--- src/rtl/reg_bus_arbiter_if.sv ---
// reg_bus_arbiter_if: bundles the two-requester register bus and the
// register-file side of the arbiter into one interface.
//   Requester side : req, we, addr, wdata, wstrb (in to arbiter),
//                    ack, rdata, err, gnt_id (out of arbiter)
//   Register side  : reg_addr, reg_wdata, reg_wstrb, reg_wen, reg_ren
//                    (out of arbiter), reg_rdata, reg_error (in to arbiter)
// Modports: slave  = the arbiter's view,
//           master = the view of whatever drives requests and models the
//                    register file.
interface reg_bus_arbiter_if #(
  parameter int DATA_WIDTH     = 32,
  parameter int REG_ADDR_WIDTH = 4
);
  logic [1:0]                     req;
  logic [1:0]                     we;
  logic [2*REG_ADDR_WIDTH-1:0]    addr;
  logic [2*DATA_WIDTH-1:0]        wdata;
  logic [2*DATA_WIDTH/8-1:0]      wstrb;
  logic [1:0]                     ack;
  logic [DATA_WIDTH-1:0]          rdata;
  logic                           err;
  logic                           gnt_id;
  logic [REG_ADDR_WIDTH-1:0]      reg_addr;
  logic [DATA_WIDTH-1:0]          reg_wdata;
  logic [DATA_WIDTH/8-1:0]        reg_wstrb;
  logic                           reg_wen;
  logic                           reg_ren;
  logic [DATA_WIDTH-1:0]          reg_rdata;
  logic                           reg_error;

  modport slave (
    input  req, we, addr, wdata, wstrb, reg_rdata, reg_error,
    output ack, rdata, err, gnt_id, reg_addr, reg_wdata, reg_wstrb,
           reg_wen, reg_ren
  );

  modport master (
    output req, we, addr, wdata, wstrb, reg_rdata, reg_error,
    input  ack, rdata, err, gnt_id, reg_addr, reg_wdata, reg_wstrb,
           reg_wen, reg_ren
  );
endinterface

--- src/rtl/reg_bus_arbiter.sv ---
// reg_bus_arbiter: arbitrates two requesters onto a single register-file
// port. Each access takes IDLE -> ACCESS -> RESP, so a request seen in IDLE
// is acknowledged two cycles later and throughput is one access per three
// cycles.
// Ports:
//   clk    : clock, rising edge
//   rst_n  : asynchronous active-low reset
//   bus    : reg_bus_arbiter_if.slave (requester and register-file signals)
// Configuration:
//   REG_ARB_ROUND_ROBIN_EN defined   -> simultaneous requests alternate,
//                                       winner is !gnt_id
//   REG_ARB_ROUND_ROBIN_EN undefined -> requester 0 has fixed priority
module reg_bus_arbiter #(
  parameter int DATA_WIDTH     = 32,
  parameter int REG_ADDR_WIDTH = 4
) (
  input  logic               clk,
  input  logic               rst_n,
  reg_bus_arbiter_if.slave   bus
);

  localparam int STRB_WIDTH = DATA_WIDTH / 8;

  localparam logic [1:0] ST_IDLE   = 2'd0;
  localparam logic [1:0] ST_ACCESS = 2'd1;
  localparam logic [1:0] ST_RESP   = 2'd2;

  logic [1:0]                state;
  logic                      lat_we;
  logic                      win;
  logic                      sel_we;
  logic [REG_ADDR_WIDTH-1:0] sel_addr;
  logic [DATA_WIDTH-1:0]     sel_wdata;
  logic [STRB_WIDTH-1:0]     sel_wstrb;

  // Winner selection; a lone request always wins regardless of mode.
  always_comb begin
    win = 1'b0;
    if (bus.req == 2'b10) begin
      win = 1'b1;
    end else if (bus.req == 2'b11) begin
`ifdef REG_ARB_ROUND_ROBIN_EN
      win = ~bus.gnt_id;
`else
      win = 1'b0;
`endif
    end
  end

  always_comb begin
    sel_we    = win ? bus.we[1] : bus.we[0];
    sel_addr  = win ? bus.addr[2*REG_ADDR_WIDTH-1:REG_ADDR_WIDTH]
                    : bus.addr[REG_ADDR_WIDTH-1:0];
    sel_wdata = win ? bus.wdata[2*DATA_WIDTH-1:DATA_WIDTH]
                    : bus.wdata[DATA_WIDTH-1:0];
    sel_wstrb = win ? bus.wstrb[2*STRB_WIDTH-1:STRB_WIDTH]
                    : bus.wstrb[STRB_WIDTH-1:0];
  end

  // reg_addr/reg_wdata/reg_wstrb double as the latched request fields: they
  // are loaded on the IDLE->ACCESS edge and simply hold afterwards.
  always_ff @(posedge clk or negedge rst_n) begin
    if (!rst_n) begin
      state         <= ST_IDLE;
      lat_we        <= 1'b0;
      bus.ack       <= 2'b00;
      bus.rdata     <= '0;
      bus.err       <= 1'b0;
      bus.gnt_id    <= 1'b1;
      bus.reg_addr  <= '0;
      bus.reg_wdata <= '0;
      bus.reg_wstrb <= '0;
      bus.reg_wen   <= 1'b0;
      bus.reg_ren   <= 1'b0;
    end else begin
      case (state)
        ST_IDLE: begin
          bus.ack <= 2'b00;
          if (|bus.req) begin
            state         <= ST_ACCESS;
            bus.gnt_id    <= win;
            lat_we        <= sel_we;
            bus.reg_addr  <= sel_addr;
            bus.reg_wdata <= sel_wdata;
            bus.reg_wstrb <= sel_wstrb;
            bus.reg_wen   <= sel_we;
            bus.reg_ren   <= ~sel_we;
          end
        end
        ST_ACCESS: begin
          state       <= ST_RESP;
          bus.reg_wen <= 1'b0;
          bus.reg_ren <= 1'b0;
          bus.err     <= bus.reg_error;
          bus.rdata   <= lat_we ? '0 : bus.reg_rdata;
          bus.ack     <= bus.gnt_id ? 2'b10 : 2'b01;
        end
        ST_RESP: begin
          state   <= ST_IDLE;
          bus.ack <= 2'b00;
        end
        default: begin
          state       <= ST_IDLE;
          bus.ack     <= 2'b00;
          bus.reg_wen <= 1'b0;
          bus.reg_ren <= 1'b0;
        end
      endcase
    end
  end

endmodule

--- src/flat_wrapper.sv ---
// flat-port wrapper written by rule: the top's interface ports become plain ports
module reg_bus_arbiter_flat 
#(
  parameter int DATA_WIDTH     = 32,
  parameter int REG_ADDR_WIDTH = 4
)
  (clk, rst_n, bus_req, bus_we, bus_addr, bus_wdata, bus_wstrb, bus_reg_rdata, bus_reg_error, bus_ack, bus_rdata, bus_err, bus_gnt_id, bus_reg_addr, bus_reg_wdata, bus_reg_wstrb, bus_reg_wen, bus_reg_ren);
  reg_bus_arbiter_if #(.DATA_WIDTH(DATA_WIDTH), .REG_ADDR_WIDTH(REG_ADDR_WIDTH)) bus_i ();
  input  logic clk;
  input  logic rst_n;
  input wire logic [$bits(bus_i.req)-1:0] bus_req;
  input wire logic [$bits(bus_i.we)-1:0] bus_we;
  input wire logic [$bits(bus_i.addr)-1:0] bus_addr;
  input wire logic [$bits(bus_i.wdata)-1:0] bus_wdata;
  input wire logic [$bits(bus_i.wstrb)-1:0] bus_wstrb;
  input wire logic [$bits(bus_i.reg_rdata)-1:0] bus_reg_rdata;
  input wire logic [$bits(bus_i.reg_error)-1:0] bus_reg_error;
  output wire logic [$bits(bus_i.ack)-1:0] bus_ack;
  output wire logic [$bits(bus_i.rdata)-1:0] bus_rdata;
  output wire logic [$bits(bus_i.err)-1:0] bus_err;
  output wire logic [$bits(bus_i.gnt_id)-1:0] bus_gnt_id;
  output wire logic [$bits(bus_i.reg_addr)-1:0] bus_reg_addr;
  output wire logic [$bits(bus_i.reg_wdata)-1:0] bus_reg_wdata;
  output wire logic [$bits(bus_i.reg_wstrb)-1:0] bus_reg_wstrb;
  output wire logic [$bits(bus_i.reg_wen)-1:0] bus_reg_wen;
  output wire logic [$bits(bus_i.reg_ren)-1:0] bus_reg_ren;
  assign bus_i.req = bus_req;
  assign bus_i.we = bus_we;
  assign bus_i.addr = bus_addr;
  assign bus_i.wdata = bus_wdata;
  assign bus_i.wstrb = bus_wstrb;
  assign bus_i.reg_rdata = bus_reg_rdata;
  assign bus_i.reg_error = bus_reg_error;
  assign bus_ack = bus_i.ack;
  assign bus_rdata = bus_i.rdata;
  assign bus_err = bus_i.err;
  assign bus_gnt_id = bus_i.gnt_id;
  assign bus_reg_addr = bus_i.reg_addr;
  assign bus_reg_wdata = bus_i.reg_wdata;
  assign bus_reg_wstrb = bus_i.reg_wstrb;
  assign bus_reg_wen = bus_i.reg_wen;
  assign bus_reg_ren = bus_i.reg_ren;
  reg_bus_arbiter #(.DATA_WIDTH(DATA_WIDTH), .REG_ADDR_WIDTH(REG_ADDR_WIDTH)) u_core (.clk(clk), .rst_n(rst_n), .bus(bus_i));
endmodule
--- config.mk ---
export PLATFORM = sky130hd
export DESIGN_NAME = reg_bus_arbiter_flat
export DESIGN_NICKNAME = d
export VERILOG_FILES = /design/src/rtl/reg_bus_arbiter_if.sv /design/src/rtl/reg_bus_arbiter.sv /design/src/flat_wrapper.sv
export SDC_FILE = /design/constraint.sdc
export NUM_CORES = 1
export LEC_CHECK = 0
export ABC_CLOCK_PERIOD_IN_PS = 1300
export CAP_MARGIN = 10
export CORE_UTILIZATION = 36
export DETAILED_ROUTE_END_ITERATION = 16
export PLACE_DENSITY = 0.75
export SYNTH_ARGS = -nofsm -noshare
export SYNTH_HDL_FRONTEND = slang
export SYNTH_SLANG_ARGS = --single-unit
--- constraint.sdc ---
create_clock -name clk -period 1.3 [get_ports clk]
set_input_delay 0.195 -clock clk [delete_from_list [all_inputs] [get_ports clk]]
set_output_delay 0.195 -clock clk [all_outputs]
set_load 0.05 [all_outputs]
==> impl_results.md, run 1 <==
* Worst VDD drop at 1730 uV
* TritonCTS Sinks at 81
* Final net count at 642
* Area delta synth->final at 90.1%
* Leading area contributor after synthesis: dfrtp_1
* Placed Area at 0.00696 mm2
* Clock transition at the registers of the reported paths at 0.09 ns
* GRT Util Overall at 20.0%
* Worst Hold Class: in -> async
* Vias in the first global route at 3351
* Clock latency on the worst-skew pair at 0.35 ns
* Synth top area share at 51.2%
* Per-cell routed wire length at 16.9 um
* GR Layer Usage met3 at 5.52%
* Initial antenna violation count at 0
* Placed instance count at 637
* Crit path launch: u_core.state[0]
* Via count at 3076
* Ys flop type: dfrtp_1
* Max Clk Rate at 713 MHz
* Synth Cell Area at 0.00391 mm2
* Max Slew Vio Count at 0
* Routability cong. at 0.740
* Worst-margin pin slew at 0.376 ns
* Critical Path End Type: flop
* Synthesized instance count at 296
* Synth Warn # at 0
* Post-route cell area at 0.00743 mm2
* Worst reg-to-reg path cell count at 4
* Port Buffers at 196
* Die area at 0.0113 mm2
* Post-synth top cells: 80 x dfrtp_1, 76 x mux2_4, 64 x nand2_1
* Distinct cell type count after synthesis at 22
* Setup violators final at 40
* Crit Path Category: reg -> reg
* Launch point of the worst reg-to-reg path: u_core.state[0]
* Core region area at 0.0104 mm2
* R2R Path End: u_core.bus.reg_wdata[27]
* Unrepaired setup endpoints after global routing: yes
* Routed WL at 11.2 mm
* Post-synth EDFFs at 0
* Pwr Density at 2940 mW/mm2
* Slew HR at 74.9%
* H-Tree Depth at 3
* Critical Path Stages at 4
* Layout cell share with drive strength beyond 1 at 42.0%
* Iteration-0 DRC Markers at 80
* Root buf cell: clkbuf_8
* Failing checks: negative setup slack
* Slowest-stage cell, CP: dfrtp_1
* Final worst path period share at 108%
* Status: complete, but fails checks
* M1 GR Usage at 23.1%
* ANT nets after route at 0
* Total grt overflow at 0
* Buf/Inv on CP at 1
* DIE WIDTH at 106 um
* Num CTS Buffers at 9
* FF-to-FF setup slack at -0.10 ns
* Die Y at 106 um
* Crit path launch type: flop
* Top post-synthesis cells by area: dfrtp_1 51%, mux2_4 29%, nand2_1 6.1%
* Setup ws final at -0.103 ns
* Seq cells post-synth at 81
* Met2 Resource Use GR at 36.3%
* Synthesized Nets at 415
* Io pins at 197
* Max-cap violations at 0
* Max incr delay on CP at 0.40 ns
* Arrival @ worst endpoint at 1.63 ns
* DRC at 0
* Hold Vio Cnt, Final at 0
* Initial Util at 37.5%
* Sequential fraction of the synthesis area at 51.9%
* Critical path's top delay family: flip-flops
* Leak at 3.39 nW
* Ys async rst share at 100%
* CTS tree: built
* Ant. Diodes at 0
* Row cnt at 37
* Filler cells at 715
* Max FO, Critical Path at 9
* Worst setup endpoint: u_core.bus.reg_wdata[27]
* Pre-antenna DRT Iters at 4
* First-pass GRT wire length at 17.4 mm
* Clock skew at 0.0128 ns
* Longest Clk Path Bufs at 2
* Layer with the highest usage: met2
* Post-route minimum period at 1.40 ns
* Vias per Instance at 4.63
* Largest net degree at the start of global routing at 34
* DPL Wire Length at 8.47 mm
* Avg Cell Area, Syn at 13.2 um2
* Crit path required time at 1.53 ns
* CP Cell Sequence: nor2_2 > o21a_4 > clkbuf_16 > mux2_4
* Count leader, synth: dfrtp_1
* Layout Cells excl Fill at 664
kinds of logic after synthesis:
group                  share of synthesized area (%)
multiplexers                                    31.1
flip-flops                                      51.9
AND/OR/NAND/NOR                                 6.88
buffers and inverters                           4.58
AO/OA/AOI/OAI                                   5.54
worst min path at each step:
stage,slack (ns),endpoint
floorplan,-0.10,u_core.bus.ack[0]
global placement,0.14,u_core.bus.err
detailed placement,0.14,u_core.bus.err
CTS,0.32,u_core.bus.err
global route,0.35,u_core.bus.err
finish,0.32,u_core.bus.err
flip-flops by register name (all words and copies together), names as in the netlist, 2 cells and up:
register,flops
u_core.bus.rdata,32
u_core.bus.reg_wdata,32
u_core.bus.reg_addr,4
u_core.bus.reg_wstrb,4
u_core.bus.ack,2
u_core.state,2
cell type report:
type / count / area [um2] / area share, %
tap: 136 / 170 / 2.29
clock buffer: 10 / 138 / 1.85
sequential: 81 / 2030 / 27.3
multi-input combinational: 193 / 1740 / 23.4
inverter: 3 / 11.3 / 0.151
timing repair buffer: 235 / 3210 / 43.2
clock inverter: 6 / 136 / 1.83
stage by stage:
stage | worst slack (ns) | hold slack [ns] | setup TNS (ns) | utilization (%) | total power [mW]
after floorplan | -0.0513 | -0.101 | -1.90 | - | 11.9
after global placement | -0.512 | 0.142 | -23.63 | 66.8 | 18.7
after detailed placement | -0.579 | 0.141 | -26.02 | 66.8 | 19.0
after CTS | -0.130 | 0.317 | -3.23 | 70.5 | 21.7
after global routing | -0.147 | 0.353 | -4.84 | 71.4 | 22.7
final | -0.103 | 0.321 | -3.04 | 71.4 | 21.8
report_power, final:
group / switching, mW / total [mW] / internal, mW
clock network: 0.952 / 2.48 / 1.53
registers: 1.43 / 5.25 / 3.82
logic: 6.81 / 14.1 / 7.27
total: 9.19 / 21.8 / 12.6
per-layer routing:
metal  vias to the layer above  share of wire, %
li1                       1457                 -
met1                      1497                39
met2                       113                53
met3                         9               7.3
met4                         0              0.89
met5                         -                 0
cell usage in the layout (no fill, tap or decap):
master	Yosys	layout
dfstp_2	1	1
nand2b_4	0	1
nand2_1	64	64
nor2_2	0	1
buf_16	0	2
mux2_2	5	3
buf_6	1	9
clkdlybuf4s50_1	0	115
o21ai_0	33	24
buf_8	0	1
o21a_4	0	1
dlygate4sd2_1	0	1
nor2_1	2	1
clkbuf_16	0	1
and2_1	1	1
o21ba_2	1	1
inv_6	0	1
buf_12	4	84
clkinvlp_4	0	1
nor2b_4	0	1
clkdlybuf4s15_1	0	1
dlygate4sd3_1	0	1
mux2i_1	2	2
o221a_2	1	1
inv_1	3	3
mux2_4	76	78
nand2b_2	0	1
a22oi_1	1	1
o21ai_1	0	9
a21oi_1	3	3
dfrtp_1	80	80
buf_4	4	20
bufinv_16	0	4
clkbuf_8	0	10
timing repair:
action                     in CTS  in global routing
gates cloned                    2                  2
hold endpoints to repair       24                  0
setup endpoints to repair      70                 68
buffers inserted                2                  4
hold buffers                    1                  0
resized for setup              14                 15
Note: power is estimated with default switching activity, not from simulation.
==> inputs of run 2 (changes only) <==
ABC_CLOCK_PERIOD_IN_PS = 1200   (was 1300)
CTS_CLUSTER_DIAMETER = 80   (was unset)
clock period = 1.2 ns   (was 1.3 ns; I/O delays follow)
==> run 2 against run 1 <==
- critical path type unchanged
- the run still ends with negative setup slack left
- cell area up 0.39%
- cell count decreased by 0.30%
- hold slack got worse by 0.10 ns
- clock skew shrank 0.0025 ns
- critical endpoint is now u_core.bus.reg_addr[2]
- highest routed layer unchanged
- die area did not move
- first-iteration DRC count rose by 28%
- largest power group unchanged
- sequential share of layout area fell by 0.11 points
- sequential power rose by 8.2%
- setup slack worse by 0.12 ns
==> impl_results.md, run 2 (same netlist as run 1, synthesis figures left out) <==
* DIE WIDTH at 106 um (unchanged)
* Via count at 3123 (+1.5%)
* Die Y at 106 um (unchanged)
* Post-route minimum period at 1.42 ns (+0.0151 ns)
* Final net count at 640 (-0.31%)
* DRC at 0 (unchanged)
* Longest Clk Path Bufs at 2 (unchanged)
* Per-cell routed wire length at 17.1 um (+1.0%)
* Max FO, Critical Path at 9 (unchanged)
* Unrepaired setup endpoints after global routing: yes
* R2R Path End: u_core.bus.reg_addr[2]
* Crit Path Category: reg -> reg
* Most frequent cells in the layout: 115 x clkdlybuf4s50_1, 86 x buf_12, 80 x dfrtp_1
* CTS tree: built
* Arrival @ worst endpoint at 1.65 ns (+0.02 ns)
* Iteration-0 DRC Markers at 102 (+28%)
* Worst Hold Class: in -> async
* Initial Util at 37.5% (unchanged)
* Placed Area at 0.00694 mm2 (-0.25%)
* Clock Power Share at 8.6% (-2.8 points)
* Root buf cell: clkbuf_8
* Pre-CTS setup slack at -0.714 ns (-0.135 ns)
* Final worst path period share at 118% (+10 points)
* Largest net degree at the start of global routing at 39 (+15%)
* Fin util at 71.6% (+0.28 points)
* Tightest hold margin at 0.220 ns (-0.102 ns)
* Slew HR at 86.5% (+12 points)
* Ant. Diodes at 0 (unchanged)
* Total grt overflow at 0 (unchanged)
* GR Layer Usage met3 at 6.50% (+0.98 points)
* Initial antenna violation count at 0 (unchanged)
* ANT nets after route at 0 (unchanged)
* Routed WL at 11.3 mm (+0.71%)
* M1 GR Usage at 25.0% (+2.0 points)
* Port Buffers at 196 (unchanged)
* Num CTS Buffers at 9 (unchanged)
* Layout cell share with drive strength beyond 1 at 42.2% (+0.16 points)
* Die area at 0.0113 mm2 (unchanged)
* Vias per Instance at 4.72 (+1.8%)
* Commonest non-fill, non-tap cell in the layout: clkdlybuf4s50_1
* Worst-margin pin slew at 0.197 ns (-0.179 ns)
* Vias in the first global route at 3426 (+2.2%)
* Crit path launch type: flop
* Row cnt at 37 (unchanged)
* DPL Wire Length at 8.10 mm (-4.3%)
* Worst reg-to-reg path cell count at 4 (unchanged)
* Largest regs: u_core.bus.rdata (32), u_core.bus.reg_wdata (32)
* Switching Share at 42.5% (+0.34 points)
* Status: complete, but fails checks
* Seq pwr share at 23.7% (-0.4 points)
* Met2 Resource Use GR at 35.4% (-0.88 points)
* TritonCTS Sinks at 81 (unchanged)
* GRT Util Overall at 20.9% (+0.95 points)
* Clock latency on the worst-skew pair at 0.36 ns (about the same)
* Core region area at 0.0104 mm2 (unchanged)
* Max Clk Rate at 705 MHz (-1.1%)
* First-pass GRT wire length at 18.0 mm (+3.6%)
* Internal at 13.8 mW (+9.0%)
* Clock skew at 0.0103 ns (-0.00252 ns)
* Logic pwr share at 67.7% (+3.2 points)
* Hold Vio Cnt, Final at 0 (unchanged)
* Launch point of the worst reg-to-reg path: u_core.state[0]
* Crit path required time at 1.44 ns (-0.09 ns)
* Worst VDD drop at 2110 uV (+22%)
* Pwr Density at 3200 mW/mm2 (+9.2%)
* Psw at 10.2 mW (+10%)
* Max-cap violations at 0 (unchanged)
* Pre-antenna DRT Iters at 4 (unchanged)
* Critical Path End Type: flop
* Layer with the highest usage: met2
* Post-route cell area at 0.00746 mm2 (+0.39%)
* Setup ws final at -0.218 ns (-0.115 ns)
* Clock transition at the registers of the reported paths at 0.09 ns (about the same)
* Routability cong. at 0.782 (+5.7%)
* Max Slew Vio Count at 0 (unchanged)
* Io pins at 197 (unchanged)
* FF-to-FF setup slack at -0.22 ns (-0.12 ns)
* Area delta synth->final at 90.8%
* Leak at 3.42 nW (+1.0%)
* H-Tree Depth at 3 (unchanged)
* Setup violators final at 65 (+63%)
* Failing checks: negative setup slack
## run 2: power groups by stage
| stage | combinational, mW | sequential [mW] | clock [mW] |
|---|---|---|---|
| after CTS | 16.2 | 5.68 | 2.08 |
| after global routing | 16.8 | 5.86 | 2.23 |
| final | 16.2 | 5.68 | 2.05 |
| after global placement | 14.6 | 5.67 | 0 |
| after detailed placement | 14.8 | 5.72 | 0 |
| after floorplan | 3.31 | 9.56 | 0 |
## run 2: worst max-delay path by stage
| stage | from | to |
|---|---|---|
| 4_1_cts | u_core.state[0] | u_core.bus.reg_wstrb[2] |
| 5_1_grt | u_core.state[0] | u_core.bus.reg_wstrb[0] |
| 6_report | u_core.state[0] | u_core.bus.reg_addr[2] |
| 2_1_floorplan | u_core.state[0] | u_core.bus.reg_addr[0] |
| 3_3_place_gp | bus_req[1] | u_core.bus.reg_wdata[23] |
| 3_5_place_dp | bus_req[1] | u_core.bus.reg_wdata[17] |
## run 2: layout make-up
class,count,area (um2)
Tap cell,136,170
Timing Repair Buffer,233,3290
Sequential cell,81,2030
Clock buffer,12,145
Clock inverter,4,52.6
Multi-Input combinational cell,193,1770
Fill cell,676,2950
Inverter,3,11.3
## run 2: routing by layer
metal | vias to the layer above | routed length, um | part of all wire, %
met1 | 1513 | 4540 | 40
met3 | 22 | 819 | 7.2
met2 | 130 | 5720 | 51
met5 | - | 0 | 0
met4 | 0 | 231 | 2.0
li1 | 1458 | - | -
## run 2: timing repair
action / CTS / global route
setup buffers: 5 / 0
hold buffers: 1 / 0
resized for setup: 30 / 13
endpoints found under the setup margin: 75 / 73
endpoints found under the hold margin: 80 / 0
gates cloned: 8 / 0
## run 2: critical path, cell delays in order (launching register included)
cell	delay, ns
dfrtp_1	0.41
nor2_4	0.14
o21a_4	0.24
buf_8	0.19
mux2_4	0.31
## run 2: stage by stage
step,power [mW],instances,setup TNS (ns)
after CTS,24.0,662,-10.22
final,23.9,662,-10.03
after floorplan,12.9,296,-5.76
after detailed placement,20.5,633,-29.99
after global placement,20.2,633,-28.30
after global routing,24.9,662,-13.31
==> inputs of run 3 (changes only) <==
CORE_MARGIN = 3   (was unset)
==> run 3 against run 2 <==
- the flow still finishes with violations (negative setup slack)
- non-clock buffer count grew 7
- critical path depth unchanged
- clock-buffer cell count is 1 lower
- flip-flop and latch count unchanged
- highest routed layer unchanged
- clock skew about the same
- register-to-register slack improved by 0.02 ns
- cell area rose by 0.55%
- total power is 1.3% lower
- via count grew 0.45%
- hold slack better by 0.0095 ns
- die area up 7.7%
==> impl_results.md, run 3 (same netlist as run 1, synthesis figures left out) <==
* Setup ws final at -0.197 ns (+0.0206 ns)
* Slowest-stage cell, CP: dfrtp_1
* Port Buffers at 196 (unchanged)
* Iteration-0 DRC Markers at 103 (+0.98%)
* Initial Util at 37.4% (-0.17 points)
* Setup violators final at 77 (+18%)
* Logic pwr share at 68.0% (+0.3 points)
* Clock latency on the worst-skew pair at 0.34 ns (-0.02 ns)
* CP Cell Sequence: nor2_4 > o21a_4 > clkbuf_16 > mux2_4
* Layout cell share with drive strength beyond 1 at 44.1% (+1.9 points)
* Crit path launch type: flop
* Post-route minimum period at 1.40 ns (-0.0206 ns)
* Max FO, Critical Path at 7 (-2)
* Longest Clk Path Bufs at 2 (unchanged)
* TritonCTS Sinks at 81 (unchanged)
* ANT nets after route at 0 (unchanged)
* Unrepaired setup endpoints after global routing: yes
* Area delta synth->final at 91.9%
* Switching Share at 43.3% (+0.87 points)
* Largest regs: u_core.bus.rdata (32), u_core.bus.reg_wdata (32)
* Final worst path period share at 116% (-1.7 points)
* Worst Hold Class: in -> async
* Die Y at 110 um (+3.8%)
* Fin util at 71.7% (+0.078 points)
* Arrival @ worst endpoint at 1.62 ns (-0.03 ns)
* Most frequent cells in the layout: 115 x clkdlybuf4s50_1, 88 x buf_12, 80 x dfrtp_1
* Clock skew at 0.0105 ns (+0.000209 ns)
* Status: complete, but fails checks
* Internal at 13.4 mW (-2.8%)
* Worst VDD drop at 2360 uV (+12%)
* Final net count at 647 (+1.1%)
* GRT Util Overall at 18.1% (-2.9 points)
* Filler cells at 708 (+4.7%)
* Per-cell routed wire length at 17.6 um (+3.0%)
* Crit path required time at 1.42 ns (-0.02 ns)
* Root buf cell: clkbuf_8
* Hold Vio Cnt, Final at 0 (unchanged)
* Setup TNS at -10.21 ns (-0.186 ns)
* CTS tree: built
* Largest net degree at the start of global routing at 42 (+7.7%)
* Crit Path Category: reg -> reg
* Routed WL at 11.8 mm (+4.1%)
* Num CTS Buffers at 9 (unchanged)
* Max-cap violations at 0 (unchanged)
* Routability cong. at 0.725 (-7.3%)
* Max Slew Vio Count at 0 (unchanged)
* Clock Power Share at 7.8% (-0.8 points)
* Row cnt at 37 (unchanged)
* Pwr Density at 3150 mW/mm2 (-1.9%)
* Leak at 3.41 nW (-0.45%)
* DPL Wire Length at 8.65 mm (+6.8%)
* Initial antenna violation count at 0 (unchanged)
* Worst-margin pin slew at 0.231 ns (+0.0339 ns)
* Slew HR at 84.2% (-2.3 points)
* Ant. Diodes at 0 (unchanged)
* Vias in the first global route at 3290 (-4.0%)
* Vias per Instance at 4.69 (-0.60%)
* Max Clk Rate at 716 MHz (+1.5%)
* Commonest non-fill, non-tap cell in the layout: clkdlybuf4s50_1
* Psw at 10.2 mW (+0.71%)
* First-pass GRT wire length at 16.9 mm (-6.2%)
* Buf/Inv on CP at 1 (unchanged)
* H-Tree Depth at 3 (unchanged)
* Pre-antenna DRT Iters at 4 (unchanged)
* Max incr delay on CP at 0.41 ns (about the same)
* DIE WIDTH at 110 um (+3.8%)
* Clock transition at the registers of the reported paths at 0.09 ns (about the same)
* Die area at 0.0121 mm2 (+7.7%)
* DRC at 0 (unchanged)
* Total grt overflow at 0 (unchanged)
* Core region area at 0.0105 mm2 (+0.44%)
* Seq pwr share at 24.2% (+0.5 points)
* Failing checks: negative setup slack
* Overall Power at 23.6 mW (-1.3%)
* Critical path's top delay family: flip-flops
* Via count at 3137 (+0.45%)
* Io pins at 197 (unchanged)
* Critical Path End Type: flop
[run 3: cell type report]
cell class / count / area [um2] / area share (%)
Tap cell: 136 / 170 / 2.27
Clock inverter: 5 / 40.0 / 0.534
Clock buffer: 11 / 141 / 1.88
Sequential cell: 81 / 2030 / 27.0
Multi-Input combinational cell: 193 / 1780 / 23.7
Timing Repair Buffer: 240 / 3330 / 44.4
Inverter: 3 / 11.3 / 0.150
[run 3: worst reg2reg max path: cells and delay by family, from the launching register on]
kind / cells / cell delay, ns
DFF: 1 / 0.41
and+or+nand+nor: 1 / 0.13
AOI/OAI and AO/OA: 1 / 0.24
muxes: 1 / 0.30
buffers and inverters: 1 / 0.20
[run 3: layer usage]
layer | vias to the layer above | GRT usage, % | part of all wire (%)
met2 | 138 | 32.1 | 52
met3 | 18 | 5.82 | 8.9
met4 | 0 | 5.63 | 1.6
met1 | 1508 | 20.7 | 37
li1 | 1473 | - | -
met5 | - | 0 | 0
[run 3: path summary, 6_finish.rpt]
kind                                       from                        to  slack, ns  cells after the start
min in group clk                     bus_req[0]         u_core.bus.gnt_id       0.31                      3
max in group asynchronous                 rst_n         u_core.bus.gnt_id       0.44                      3
max reg2reg                     u_core.state[0]  u_core.bus.reg_wdata[26]      -0.20                      4
min                                       rst_n  u_core.bus.reg_wdata[22]       0.23                      2
min reg2reg                u_core.bus.rdata[20]      u_core.bus.rdata[20]       0.55                      2
max                             u_core.state[0]  u_core.bus.reg_wdata[26]      -0.20                      4
[run 3: repair_timing]
action / in CTS / in global routing
gates resized for setup: 8 / 49
pin swaps: 0 / 1
endpoints found under the setup margin: 77 / 74
gates cloned: 1 / 7
hold buffers: 1 / 0
endpoints found under the hold margin: 80 / 0
buffers inserted: 7 / 3
[run 3: per-stage QoR]
step | worst slack [ns] | cell area (um2) | hold WS (ns) | instances
after floorplan | -0.151 | 3950 | -0.116 | 296
after global placement | -0.631 | 6980 | 0.0419 | 635
after detailed placement | -0.666 | 6980 | 0.0442 | 635
after CTS | -0.173 | 7280 | 0.220 | 660
after global routing | -0.243 | 7500 | 0.242 | 669
final | -0.197 | 7500 | 0.229 | 669
[run 3: power groups by stage]
stage | Combinational, mW | Clock, mW | Sequential, mW
CTS | 15.2 | 1.91 | 5.69
finish | 16.0 | 1.85 | 5.70
global placement | 14.7 | 0 | 5.66
floorplan | 3.31 | 0 | 9.56
detailed placement | 14.9 | 0 | 5.74
global route | 16.7 | 2.06 | 5.86
